**config.mk**
```make
export PLATFORM = sky130hd
export DESIGN_NAME = vadd_seq_ctrl
export DESIGN_NICKNAME = d
export VERILOG_FILES = /design/src/rtl/vadd_seq_ctrl.sv
export SDC_FILE = /design/constraint.sdc
export NUM_CORES = 1
export LEC_CHECK = 0
export ABC_AREA = 1
export BUFFER_PORTS_ARGS = -buffer_cell sky130_fd_sc_hd__buf_2
export CAP_MARGIN = 0
export CORE_MARGIN = 5
export CORE_UTILIZATION = 51
export DETAILED_ROUTE_END_ITERATION = 6
export PLACE_DENSITY = 0.72
export SLEW_MARGIN = 20
export SYNTH_ARGS = -nofsm -noshare
export SYNTH_HDL_FRONTEND = slang
export SYNTH_SLANG_ARGS = --single-unit
```
**constraint.sdc**
```tcl
create_clock -name clock -period 4.1 [get_ports clock]
set_input_delay 0.41 -clock clock [delete_from_list [all_inputs] [get_ports clock]]
set_output_delay 0.41 -clock clock [all_outputs]
set_load 0.02 [all_outputs]
```
**src/rtl/vadd_seq_ctrl.sv**
```systemverilog
// Sequencer for z[i] = a * x[i] + y[i] over a vector of len elements, with valid/ready streams.
// Define VADD_CTRL_SAT_EN to saturate results at 255 instead of wrapping modulo 256.
module vadd_seq_ctrl #(
   parameter int unsigned LEN_W = 16
) (
   input  logic             clock,
   input  logic             reset,
   input  logic             start,
   input  logic [LEN_W-1:0] len,
   input  logic [7:0]       a_d,
   input  logic             a_v,
   output logic             a_r,
   input  logic [7:0]       x_d,
   input  logic             x_v,
   output logic             x_r,
   input  logic [7:0]       y_d,
   input  logic             y_v,
   output logic             y_r,
   output logic [7:0]       z_d,
   output logic             z_v,
   input  logic             z_r,
   output logic             busy,
   output logic             done
);

   typedef enum logic [2:0] {
      StIdle,
      StLoadA,
      StStream,
      StDrain,
      StFinish
   } state_e;

   state_e           state_q, state_d;
   logic [LEN_W-1:0] rem_q, rem_d;
   logic [7:0]       a_reg_q, a_reg_d;
   logic [7:0]       zdata_q, zdata_d;
   logic             zvld_q, zvld_d;
   logic             fire;
   logic [7:0]       result;

`ifdef VADD_CTRL_SAT_EN
   logic [16:0] mac;
   always_comb begin
      mac    = 17'(a_reg_q * x_d) + 17'(y_d);
      result = (mac > 17'd255) ? 8'hFF : mac[7:0];
   end
`else
   always_comb begin
      result = a_reg_q * x_d + y_d;
   end
`endif

   always_comb begin
      state_d = state_q;
      rem_d   = rem_q;
      a_reg_d = a_reg_q;
      zdata_d = zdata_q;
      zvld_d  = zvld_q;
      a_r     = 1'b0;
      x_r     = 1'b0;
      y_r     = 1'b0;
      fire    = 1'b0;

      // Accepted output clears valid; a same-cycle fire below re-asserts it.
      if (zvld_q && z_r) begin
         zvld_d = 1'b0;
      end

      case (state_q)
         StIdle: begin
            if (start) begin
               rem_d   = len;
               state_d = (len == '0) ? StFinish : StLoadA;
            end
         end
         StLoadA: begin
            a_r = 1'b1;
            if (a_v) begin
               a_reg_d = a_d;
               state_d = StStream;
            end
         end
         StStream: begin
            fire = x_v && y_v && (!zvld_q || z_r);
            x_r  = fire;
            y_r  = fire;
            if (fire) begin
               zdata_d = result;
               zvld_d  = 1'b1;
               rem_d   = rem_q - LEN_W'(1);
               if (rem_q == LEN_W'(1)) begin
                  state_d = StDrain;
               end
            end
         end
         StDrain: begin
            if (zvld_q && z_r) begin
               state_d = StFinish;
            end
         end
         StFinish: begin
            state_d = StIdle;
         end
         default: begin
            state_d = StIdle;
         end
      endcase
   end

   always_ff @(posedge clock or negedge reset) begin
      if (!reset) begin
         state_q <= StIdle;
         rem_q   <= '0;
         a_reg_q <= '0;
         zdata_q <= '0;
         zvld_q  <= 1'b0;
      end else begin
         state_q <= state_d;
         rem_q   <= rem_d;
         a_reg_q <= a_reg_d;
         zdata_q <= zdata_d;
         zvld_q  <= zvld_d;
      end
   end

   assign z_d  = zdata_q;
   assign z_v  = zvld_q;
   assign busy = (state_q != StIdle);
   assign done = (state_q == StFinish);

endmodule

```
==> results of run 1 <==
[cells in the final DEF, fill, tap and decap left out, drive strengths merged]
cell	n
a21oi	18
dfrtp	36
mux2	8
a31oi	1
o22ai	3
o21ai	26
nand3	26
inv	96
o21a	1
nor3	7
fa	18
buf	63
nor2	24
nor4	3
nand4	5
o221ai	1
or2	1
xnor2	1
nand3b	1
nand2	139
o211ai	1
clkbuf	7
ha	19
a211oi	1
xor2	6
clkinv	2
[final cells by class]
type	count	area [um2]	share of cell area [%]
sequential	36	905.9	24.34
clock buffer	7	76.32	2.050
clock inverter	1	8.758	0.2353
inverter	97	366.6	9.849
multi-input combinational	310	1946	52.27
tap	77	96.34	2.588
timing repair buffer	63	322.8	8.672
[layer usage]
layer	global-route usage (%)	wire (um)	vias up
met5	0	0	-
met1	26.56	3447	1386
met3	4.174	488	7
met2	29.15	3291	76
li1	-	-	1525
met4	2.978	58	0
[sequential cells by signal, indices dropped and copies added, names as in the netlist]
| signal | flops |
|---|---|
| a_reg_q | 8 |
| z_d | 8 |
| rem_q | 16 |
| z_v | 1 |
| state_q | 3 |
[power breakdown]
group / total [mW] / switching (mW) / internal, mW
Sequential: 0.718 / 0.180 / 0.538
Combinational: 2.44 / 1.47 / 0.970
Clock: 0.258 / 0.136 / 0.122
Total: 3.41 / 1.78 / 1.63
[what timing repair did]
action,4_1_cts,5_1_grt
hold buffers,0,0
buffers inserted,0,2
resized for setup,0,7
setup endpoints to repair,0,1
[worst paths after layout]
check	from	to	cells past startpoint
worst max-delay path	a_reg_q[3]$_DFFE_PN0P_	z_d[7]$_DFFE_PN0P_	20
worst min-delay path	reset	rem_q[12]$_DFFE_PN0P_	1
worst max register to register	a_reg_q[3]$_DFFE_PN0P_	z_d[7]$_DFFE_PN0P_	20
worst min register to register	z_d[2]$_DFFE_PN0P_	z_d[2]$_DFFE_PN0P_	2
max in group asynchronous	reset	a_reg_q[1]$_DFFE_PN0P_	1
min in group clock	a_d[7]	a_reg_q[7]$_DFFE_PN0P_	2
[logic make-up (layout without fill, tap and decap cells)]
logic type / count (synthesis) / in the layout / synth area share, %
flip-flops: 36 / 36 / 27.55
XOR/XNOR: 7 / 7 / 1.875
AO/OA/AOI/OAI: 52 / 52 / 8.688
AND/OR/NAND/NOR: 206 / 206 / 27.33
buffers and inverters: 109 / 168 / 13.51
multiplexers: 8 / 8 / 2.756
adder cells (fa/ha/maj): 37 / 37 / 18.29
==> summary.md, run 1 <==
| Metric | Value |
|---|---|
| Share of Yosys cell area claimed by the top area cell type | `27.55%` |
| Max Slew Vio Count | `0` |
| CP cell instances | `nand2_1 -> inv_1 -> fa_1 -> inv_1 -> fa_1 -> inv_1 -> ha_1 -> inv_1 -> fa_1 -> fa_2 -> nand3b_1 -> nand2_1 -> nand2_1 -> nand2_1 -> nand3_1 -> nand2_1 -> nand2_1 -> nand2_1 -> nand2_1 -> nand2_1` |
| Reg clk slew, reported paths | `0.08 ns` |
| Layout cells sized above 1 | `19.26%` |
| CP bufs+invs | `4` |
| Crit-path most repeated cell | `nand2_1` |
| Final cell count without fillers | `591` |
| Cells after Synth | `455` |
| Leakage Power | `2.108 nW` |
| Hold Slack | `0.2148 ns` |
| Clock Path Buffers | `2` |
| Worst-skew pair later-pin latency | `0.29 ns` |
| Ys Warns | `0` |
| Type of the most critical hold path | `primary input to async pin` |
| Fill cells | `595` |
| Max_cap viols | `0` |
| Initial Util | `52.08%` |
| WS Path Type | `register to register` |
| Ranking of synthesized cells by area | `dfrtp_1 28%, nand2_1 16%, fa_1 11%, inv_1 11%, ha_1 7.3%` |
| P&R area growth vs syn | `13.85%` |
| CP peak stage delay | `0.52 ns` |
| I/O Pins | `61` |
| Async SR Flop Fraction | `100.0%` |
| Total power | `3.415 mW` |
| Port bufs | `60` |
| H-Tree Depth | `2` |
| Overall Global Routing Usage | `18.52%` |
| Initial DRC count | `195` |
| F_max | `264.1 MHz` |
| Total routed wirelength | `7.285 mm` |
| Vias/cell | `5.066` |
| CTS Sinks | `36` |
| Main synth FF type | `dfrtp_1` |
| First-pass GRT wire length | `12.94 mm` |
| Final Util | `59.30%` |
| Req. time, crit path | `4.33 ns` |
| Cell family with most CP delay | `adder cells` |
| Vias in the first global route | `2,926` |
| # setup viols final | `0` |
| Detail Placement HPWL | `5.934 mm` |
| Diode count | `0` |
| Status | `finished, final reports clean` |
| Dpl cell area | `0.003598 mm2` |
| Final Hold Viols | `0` |
| Die height | `90.07 um` |
| Number of library cell types mapped by synthesis | `39` |
| Largest net degree at the start of global routing | `37` |
| # rows | `29` |
| Antenna Violating Nets Remaining | `0` |
| Commonest cells post-synth | `137 x nand2_1, 93 x inv_1, 36 x dfrtp_1` |
| Reg-to-reg setup timing slack | `0.31 ns` |
| Antenna violations before repair | `0` |
| DIE AREA | `0.008112 mm2` |
| #FFs+latches synth | `36` |
| Critical Path Source Type | `register` |
| Leading area contributor after synthesis | `dfrtp_1` |
| Sequential-to-total area share from yosys stat | `27.55%` |
| Critical-path maximum fanout | `6` |
| Layout net count | `597` |
| First-pass DRT Iterations | `5` |
| Min cycle time layout | `3.787 ns` |
| CTS tree | `done` |
| Total CTS buffers | `5` |
| Synth Net Count | `539` |
| Post-route setup slack | `0.3133 ns` |
| Crit. End Element | `register` |
| Routed len/inst | `12.33 um` |
| Clk root buf | `clkbuf_8` |
| Avg Inst Size Synth | `7.185 um2` |
| Remaining DRCs | `0` |
| PwrDens | `917.3 mW/mm2` |
| Core outline area | `0.006277 mm2` |
| Final Cycle Share | `92.36%` |
| Total grt overflow | `0` |
| Post-Place Setup Slack | `-0.01828 ns` |
| Clk_skew | `0.005538 ns` |
| Number of synthesized flops with an enable pin | `0` |
| DR vias | `2,994` |
| Critical Path AT | `4.01 ns` |
| Top-count cell post-synth | `nand2_1` |
| Setup TNS | `0 ns` |
| Final instance area | `0.003722 mm2` |
| Chip Width | `90.07 um` |
| Worst Tran Pin Value | `0.8268 ns` |
| Slowest-stage cell, CP | `fa_1` |
| DP Cell Count | `581` |
| Post-Synthesis Cell Area | `0.003269 mm2` |
| Rel. slew slack | `44.88%` |
| Gpl congestion | `0.8513` |
| Maximum VDD drop | `0.0005758 V` |
Note: power is estimated with default switching activity, not from simulation.
==> run 2, diff against run 1 <==
--- a/config.mk
+++ b/config.mk
@@ -10,6 +10,7 @@
 export CAP_MARGIN = 0
 export CORE_MARGIN = 5
 export CORE_UTILIZATION = 51
+export CTS_BUF_LIST = sky130_fd_sc_hd__clkbuf_16
 export DETAILED_ROUTE_END_ITERATION = 6
 export PLACE_DENSITY = 0.72
 export SLEW_MARGIN = 20
==> run 2 against run 1 <==
Compared with the run above: cell count did not move; flip-flop and latch count did not move; sequential share of layout area down 0.36 points; first-iteration DRC count up 2.6%; clock skew is 0.00084 ns lower; global-route usage is 0.53 points higher; count of clock-buffer cells in the layout fell by 2; register-to-register slack about the same; worst hold slack better by 0.020 ns; fmax is 0.12% lower; utilization is 0.90 points higher; largest cell class unchanged; largest power group unchanged; highest routed layer unchanged.
==> summary.md, run 2 (synthesis gave the netlist of run 1 again) <==
| Metric | Value |
|---|---|
| Worst reg2reg startpoint | `a_reg_q[3]$_DFFE_PN0P_` |
| R2R cell count | `20 (unchanged)` |
| Gpl congestion | `0.8513 (unchanged)` |
| WS Path Type | `register to register` |
| Largest net degree at the start of global routing | `37 (unchanged)` |
| Worst Tran Pin Value | `0.8411 ns (+0.01428 ns)` |
| Final Util | `60.20% (+0.90 points)` |
| Clk_skew | `0.004694 ns (-0.0008438 ns)` |
| Type of the most critical hold path | `primary input to async pin` |
| # rows | `29 (unchanged)` |
| Critical-path maximum fanout | `6 (unchanged)` |
| Met3 routed WL | `506 um (+3.7%)` |
| Clock Path Buffers | `2 (unchanged)` |
| Status | `finished, final reports clean` |
| Total CTS buffers | `5 (unchanged)` |
| Layout net count | `597 (unchanged)` |
| Final Cycle Share | `92.47% (+0.11 points)` |
| Worst-skew pair later-pin latency | `0.28 ns (about the same)` |
| Commonest non-fill, non-tap cell in the layout | `nand2_1` |
| Max Slew Vio Count | `0 (unchanged)` |
| Diode count | `0 (unchanged)` |
| Antenna violations before repair | `0 (unchanged)` |
| Die height | `90.07 um (unchanged)` |
| Max_cap viols | `0 (unchanged)` |
| Vias in the first global route | `2,950 (+0.82%)` |
| Rel. slew slack | `43.93% (-0.95 points)` |
| Total power | `3.596 mW (+5.3%)` |
| Remaining DRCs | `0 (unchanged)` |
| Chip Width | `90.07 um (unchanged)` |
| Antenna Violating Nets Remaining | `0 (unchanged)` |
| Vias/cell | `5.118 (+1.0%)` |
| Req. time, crit path | `4.32 ns (about the same)` |
| First-pass DRT Iterations | `4 (-1)` |
| I/O Pins | `61 (unchanged)` |
| Reg-to-reg setup timing slack | `0.31 ns (about the same)` |
| Cts hold-fix bufs | `0 (unchanged)` |
| Critical Path AT | `4.01 ns (about the same)` |
| DP Cell Count | `581 (unchanged)` |
| Core outline area | `0.006277 mm2 (unchanged)` |
| Layout cells sized above 1 | `19.26% (unchanged)` |
| First-pass GRT wire length | `13.21 mm (+2.1%)` |
| Reg clk slew, reported paths | `0.06 ns (-0.02 ns)` |
| Crit. End Element | `register` |
| Overall Global Routing Usage | `19.05% (+0.53 points)` |
| Detail Placement HPWL | `5.934 mm (unchanged)` |
| DR vias | `3,025 (+1.0%)` |
| H-Tree Depth | `2 (unchanged)` |
| CTS tree | `done` |
| Total routed wirelength | `7.610 mm (+4.5%)` |
| Final cell count without fillers | `591 (unchanged)` |
| Worst R2R End | `z_d[7]$_DFFE_PN0P_` |
| Total grt overflow | `0 (unchanged)` |
| Max FFs per register | `16 (unchanged)` |
| Routed wl met2 | `3.420 mm (+3.9%)` |
| F_max | `263.8 MHz (-0.12%)` |
| Initial Util | `52.08% (unchanged)` |
| Unrepaired setup endpoints after global routing | `false` |
| Maximum VDD drop | `0.0005269 V (-8.5%)` |
| M1 wire length | `3.574 mm (+3.7%)` |
| P&R area growth vs syn | `15.58%` |
| DIE AREA | `0.008112 mm2 (unchanged)` |
| PwrDens | `951.7 mW/mm2 (+3.7%)` |
| Critical Path Source Type | `register` |
| Top Layer Used | `met4` |
| Clk root buf | `clkbuf_16` |
| Routed len/inst | `12.88 um (+4.5%)` |
| Final Hold Viols | `0 (unchanged)` |
| Top reg by flops | `rem_q` |
| CTS Sinks | `36 (unchanged)` |
| Port bufs | `60 (unchanged)` |
| Initial DRC count | `200 (+2.6%)` |
| Leakage Power | `2.142 nW (+1.6%)` |
| Min cycle time layout | `3.791 ns (+0.004693 ns)` |
| # setup viols final | `0 (unchanged)` |
| Most frequent cells in the layout | `137 x nand2_1, 95 x inv_1, 60 x buf_2` |
## run 2: cell types whose count changed in the layout (fill, tap and decap cells not counted), sizes merged
| cell | before | now |
|---|---|---|
| clkbuf | 7 | 5 |
| inv | 96 | 98 |
## run 2: layout make-up
class / instances / area [um2]
clock buffers: 5 / 125.1
repair buffers: 63 / 322.8
fillers: 589 / 2499
well taps: 77 / 96.34
flip-flops and latches: 36 / 905.9
inverters: 97 / 366.6
clock inverters: 3 / 16.27
multi-input cells: 310 / 1946
## run 2: worst max-delay path: stages (launching register included)
cell,delay (ns)
dfrtp_2,0.45
nand2_1,0.08
inv_1,0.05
fa_1,0.50
inv_1,0.05
fa_1,0.50
inv_1,0.05
ha_1,0.27
inv_1,0.05
fa_1,0.49
fa_2,0.43
nand3b_1,0.22
nand2_1,0.11
nand2_1,0.05
nand2_1,0.07
nand3_1,0.07
nand2_1,0.07
nand2_1,0.05
nand2_1,0.06
nand2_1,0.04
nand2_1,0.05
## run 2: through the flow
stage               area (um2)  setup slack [ns]  setup TNS, ns  hold slack (ns)
floorplan                 3269            0.2806              0           0.1144
global placement          3598            0.1591              0           0.4586
detailed placement        3598          -0.01828       -0.01828           0.4605
CTS                       3740            0.1001              0           0.2623
global route              3779           0.01163              0           0.3144
finish                    3779            0.3086              0           0.2344
## run 2: repair_timing
action / CTS / global route
resized for setup: 0 / 7
setup endpoints to repair: 0 / 1
buffers inserted: 0 / 2
## run 2: worst max-delay path by stage
stage                                      start                  to  depth (start not counted)
after global placement                    x_d[1]  z_d[7]$_DFFE_PN0P_                         20
after floorplan                           x_d[0]  z_d[7]$_DFFE_PN0P_                         20
after CTS                 a_reg_q[5]$_DFFE_PN0P_  z_d[7]$_DFFE_PN0P_                         19
after detailed placement                  x_d[1]  z_d[7]$_DFFE_PN0P_                         20
after global routing      a_reg_q[3]$_DFFE_PN0P_  z_d[7]$_DFFE_PN0P_                         20
final                     a_reg_q[3]$_DFFE_PN0P_  z_d[7]$_DFFE_PN0P_                         20
## run 2: per-layer routing
layer | track usage (%) | vias to the layer above
met5 | 0 | -
met1 | 27.41 | 1404
met4 | 3.722 | 0
met3 | 3.756 | 13
met2 | 29.94 | 80
li1 | - | 1528
## run 2: where the power goes
part	switching, mW	internal [mW]
combinational	1.51	0.986
sequential	0.182	0.540
clock	0.153	0.222
